## src/rtl/data_memory_arbiter.sv

```systemverilog
// Two-port round-robin arbiter and access sequencer for the single-port data memory.
// One transaction walks IDLE -> ACCESS -> WAIT -> DONE; every output is registered.
module data_memory_arbiter #(
   parameter int unsigned DATA_WIDTH = 32,
   parameter int unsigned ADDR_WIDTH = 32,
   parameter int unsigned DEPTH      = 32
) (
   input  logic                  clock,
   input  logic                  reset,
   input  logic                  req_a,
   input  logic                  we_a,
   input  logic [ADDR_WIDTH-1:0] addr_a,
   input  logic [DATA_WIDTH-1:0] wdata_a,
   output logic [DATA_WIDTH-1:0] rdata_a,
   output logic                  done_a,
   output logic                  err_a,
   input  logic                  req_b,
   input  logic                  we_b,
   input  logic [ADDR_WIDTH-1:0] addr_b,
   input  logic [DATA_WIDTH-1:0] wdata_b,
   output logic [DATA_WIDTH-1:0] rdata_b,
   output logic                  done_b,
   output logic                  err_b,
   output logic                  mem_read,
   output logic                  mem_write,
   output logic [ADDR_WIDTH-1:0] mem_address,
   output logic [DATA_WIDTH-1:0] mem_write_data,
   input  logic [DATA_WIDTH-1:0] mem_result,
   output logic                  busy
);

   typedef enum logic [1:0] {IDLE, ACCESS, WAIT, DONE} state_t;

   state_t state;
   logic   grant_b;       // port owning the current transaction (1 = B)
   logic   last_grant_b;  // port granted most recently (1 = B)
   logic   lat_we;
   logic   lat_err;

   logic                  pick_b_c;
   logic                  sel_we_c;
   logic [ADDR_WIDTH-1:0] sel_addr_c;
   logic [DATA_WIDTH-1:0] sel_wdata_c;
   logic                  sel_err_c;

   // Arbitration: a lone request wins; a tie goes to the port not granted last.
   always_comb begin
      pick_b_c    = req_b && (!req_a || !last_grant_b);
      sel_we_c    = pick_b_c ? we_b    : we_a;
      sel_addr_c  = pick_b_c ? addr_b  : addr_a;
      sel_wdata_c = pick_b_c ? wdata_b : wdata_a;
      sel_err_c   = (sel_addr_c >= ADDR_WIDTH'(DEPTH));
   end

   // Sequencer: strobes are loaded on acceptance so they are high during ACCESS.
   always_ff @(posedge clock) begin
      if (reset) begin
         state          <= IDLE;
         grant_b        <= 1'b0;
         last_grant_b   <= 1'b1;
         lat_we         <= 1'b0;
         lat_err        <= 1'b0;
         rdata_a        <= '0;
         rdata_b        <= '0;
         done_a         <= 1'b0;
         done_b         <= 1'b0;
         err_a          <= 1'b0;
         err_b          <= 1'b0;
         mem_read       <= 1'b0;
         mem_write      <= 1'b0;
         mem_address    <= '0;
         mem_write_data <= '0;
         busy           <= 1'b0;
      end else begin
         case (state)
            IDLE: begin
               if (req_a || req_b) begin
                  state        <= ACCESS;
                  busy         <= 1'b1;
                  grant_b      <= pick_b_c;
                  last_grant_b <= pick_b_c;
                  lat_we       <= sel_we_c;
                  lat_err      <= sel_err_c;
                  // Out-of-range requests never touch the memory bus.
                  if (!sel_err_c) begin
                     mem_read       <= !sel_we_c;
                     mem_write      <= sel_we_c;
                     mem_address    <= sel_addr_c;
                     mem_write_data <= sel_wdata_c;
                  end
               end
            end
            ACCESS: begin
               mem_read  <= 1'b0;
               mem_write <= 1'b0;
               state     <= WAIT;
            end
            WAIT: begin
               if (!lat_err && !lat_we) begin
                  if (grant_b) rdata_b <= mem_result;
                  else         rdata_a <= mem_result;
               end
               done_a <= !grant_b;
               done_b <= grant_b;
               err_a  <= !grant_b && lat_err;
               err_b  <= grant_b && lat_err;
               state  <= DONE;
            end
            DONE: begin
               done_a <= 1'b0;
               done_b <= 1'b0;
               err_a  <= 1'b0;
               err_b  <= 1'b0;
               busy   <= 1'b0;
               state  <= IDLE;
            end
            default: state <= IDLE;
         endcase
      end
   end

endmodule

```

## config.mk

```make
export PLATFORM = sky130hd
export DESIGN_NAME = data_memory_arbiter
export DESIGN_NICKNAME = d
export VERILOG_FILES = /design/src/rtl/data_memory_arbiter.sv
export SDC_FILE = /design/constraint.sdc
export NUM_CORES = 1
export LEC_CHECK = 0
export CAP_MARGIN = 20
export CORE_MARGIN = 2
export CORE_UTILIZATION = 40
export CTS_BUF_LIST = sky130_fd_sc_hd__clkbuf_16
export DETAILED_ROUTE_END_ITERATION = 6
export PLACE_DENSITY = 0.8
export SYNTH_ARGS = -nofsm -noshare
export SYNTH_HDL_FRONTEND = slang
export SYNTH_SLANG_ARGS = --single-unit
```

## constraint.sdc

```tcl
create_clock -name clock -period 2.55 [get_ports clock]
set_clock_uncertainty 0.05 [all_clocks]
set_input_delay 0.51 -clock clock [delete_from_list [all_inputs] [get_ports clock]]
set_output_delay 0.51 -clock clock [all_outputs]
set_load 0.05 [all_outputs]
```

==> metrics.md <==
| Metric | Value |
|---|---|
| Outcome | `complete, no violations` |
| Post-cts sizing count | `0` |
| Clock slew at the register clock pins of the worst setup and hold paths | `60 ps` |
| Via density | `4.94` |
| Crit path capture type | `output pin` |
| Die Y | `126 um` |
| Avg Inst Size Synth | `9.29 um2` |
| Layout cells sized above 1 | `9.44%` |
| Initial Util | `41.0%` |
| Die Wd | `126 um` |
| CP Data Arrival Time | `1650 ps` |
| Cell family with most CP delay | `buffers and inverters` |
| H-tree depth | `4` |
| Antenna Diode Count | `0` |
| Synth Instances | `641` |
| CP peak stage delay | `890 ps` |
| Die footprint | `15900 um2` |
| Cell area after layout | `between 9000 and 10000 um2` |
| CP max-delay cell | `clkdlybuf4s50_1` |
| Post-synth EDFFs | `0` |
| Mapped cell area | `about 6000 um2` |
| Dpl hpwl | `12.5 mm` |
| Placeable Area | `14500 um2` |
| Yosys warning total | `0` |
| Crit path max fanout | `2` |
| CP Data Required Time | `1990 ps` |
| Grt met1 use | `25.9%` |
| Final setup violation count | `0` |
| Dpl cell area | `9090 um2` |
| GRT Overall Usage | `a little over a fifth` |
| Worst-margin pin slew | `between 600 and 700 ps` |
| WL final | `17.5 mm` |
| Dpl ws | `-24.3 ps` |
| CTS buffer count | `17` |
| Antenna violations before repair | `0` |
| Met3 Use GR | `9.60%` |
| Max_cap viols | `0` |
| Unique masters post-synth | `39` |
| Total power | `6.39 mW` |
| Number of global-route vias before repair | `5441` |
| Final hold violations | `0` |
| Crit-path cells | `clkdlybuf4s50_1` |
| Worst hold-check path type | `reg2reg` |
| CTS tree | `done` |
| # IOs | `301` |
| Fin crit period | `roughly 2200 ps` |
| Final Wtd Congestion | `0.798` |
| DR WL/cell | `15.7 um` |
| Gr ovfl total | `0` |
| DRC | `0` |
| Register area | `2820 um2` |
| Lkg Pwr | `3.54 nW` |
| GRT busiest layer | `met2` |
| Mapped Nets | `812` |
| Buf+Inv Stages, Crit Path | `1` |
| Worst Setup Start Kind | `register` |
| FF+latch count, synth | `approximately 140` |
| Cts hold-fix bufs | `0` |
| Area Growth Syn to Fin | `62.7%` |
| Max Slew Vio Count | `0` |
| Final Util | `66.7%` |
| Clk root buf | `clkbuf_16` |
| Fin crit share | `86.7%` |
| Multi-input gate area | `2860 um2` |
| CP Class | `reg2out` |
| First-pass GRT wire length | `27.6 mm` |
| Clock Path Buffers | `2` |
| Worst setup margin | `roughly 340 ps` |
| Dominant synthesized flop cell | `dfxtp_1` |
| Clk sinks | `141` |
| Post-synthesis async set-or-reset flop share | `0%` |
| Quantity of I/O buffers inserted on ports | `300` |
| Via Count | `5512` |
| PwrDens | `~660 nW/um2` |
| Detailed router's first-iteration violation count | `234` |
| Relative slew slack | `58.4%` |
| 1st-pass router iterations | `4` |
| Antenna viol nets, final | `0` |
| Pin count of the biggest net entering global routing | `73` |
| Floorplan row count | `44` |
| RSZ-0062 raised after global routing | `false` |
| Register area share after synthesis | `47.4%` |
| Clk_lat worst skew | `410 ps` |
| Fin nets | `1090` |
| Met2 Resource Use GR | `34.9%` |
| Worst vdd ir | `469 uV` |
| Peak Freq | `about 450 MHz` |
| Fill count | `1158` |
| Postcts setup bufs | `0` |
cell type report:
cell class / count / share of cell area (%)
inverter: 3 / 0.116
sequential: 141 / 29.1
tap: 184 / 2.38
multi-input combinational: 443 / 29.5
clock inverter: 15 / 1.82
clock buffer: 17 / 4.39
timing repair buffer: 313 / 32.6
metal layers:
layer | up-vias | share of wire (%)
met1 | 2479 | 42
met5 | - | 0
li1 | 2776 | -
met2 | 228 | 46
met4 | 0 | 2.2
met3 | 29 | 10
synth_stat cells (all sizes together) (2+ instances only):
master / count / area share (%)
a211oi: 3 / 0.38
a21oi: 66 / 5.5
and2: 27 / 2.8
buf: 23 / 2.7
clkbuf: 31 / 2.0
dfxtp: 141 / 47
ha: 5 / 1.1
inv: 3 / 0.19
mux2i: 43 / 7.2
nand2: 137 / 8.6
nand2b: 5 / 0.53
nand3b: 2 / 0.25
nand4: 2 / 0.21
nor2: 10 / 0.67
nor2b: 38 / 4.0
nor3: 7 / 0.59
nor4: 10 / 1.1
o21a: 2 / 0.25
o21ai: 38 / 3.3
o41ai: 36 / 9.6
stage by stage:
step,hold slack [ps],cells,setup TNS [ps]
6_report,403,1116,0
5_1_grt,412,1116,0
4_1_cts,393,1116,0
3_5_place_dp,393,1084,-311
3_3_place_gp,390,1084,-382
2_1_floorplan,431,641,0
path summary, 6_finish.rpt:
path | startpoint | end | slack, ps | cells past startpoint
max | mem_write | mem_write | 340 | 1
min | rdata_a[31] | rdata_a[31] | 400 | 2
max reg2reg | state[0] | mem_address[20] | 420 | 7
min reg2reg | rdata_a[31] | rdata_a[31] | 400 | 2
kinds of logic (layout without fill, tap and decap cells):
family | after synthesis | count (layout) | share of synthesized area (%)
and+or+nand+nor | 244 | 244 | 19.5
AOI/OAI and AO/OA | 150 | 150 | 19.8
DFF | 141 | 141 | 47.4
buffers and inverters | 57 | 348 | 4.83
muxes | 44 | 44 | 7.42
adders and majority gates | 5 | 5 | 1.05
flip-flops by register name (all words and copies together) (netlist names), 2 cells and up:
register,count
mem_address,32
mem_write_data,32
rdata_a,32
rdata_b,32
state,2
where the power goes:
| group | switching [mW] | total (mW) | internal [mW] |
|---|---|---|---|
| combinational | 0.830 | 1.45 | 0.622 |
| sequential | 0.0871 | 2.42 | 2.33 |
| clock | 1.04 | 2.52 | 1.48 |
cell usage in the layout (no fill, tap or decap), drive strengths merged:
master	count
o21a	2
nor4	10
a211o	1
bufinv	2
clkinvlp	1
nand4b	1
nor2	10
o21ai	38
or3	1
ha	5
mux2i	43
a31oi	1
a21boi	1
clkdlybuf4s50	299
and2	27
nand2	137
clkbuf	17
nor3b	1
nand3b	2
a21oi	66
nand4	2
o41ai	36
mux2	1
nand3	1
and3	1
nor3	7
nand2b	5
clkinv	3
o21ba	1
buf	14
o32a	1
or4	1
dfxtp	141
a211oi	3
nor2b	38
inv	12
No activity file was read; power rests on OpenSTA's default activity.
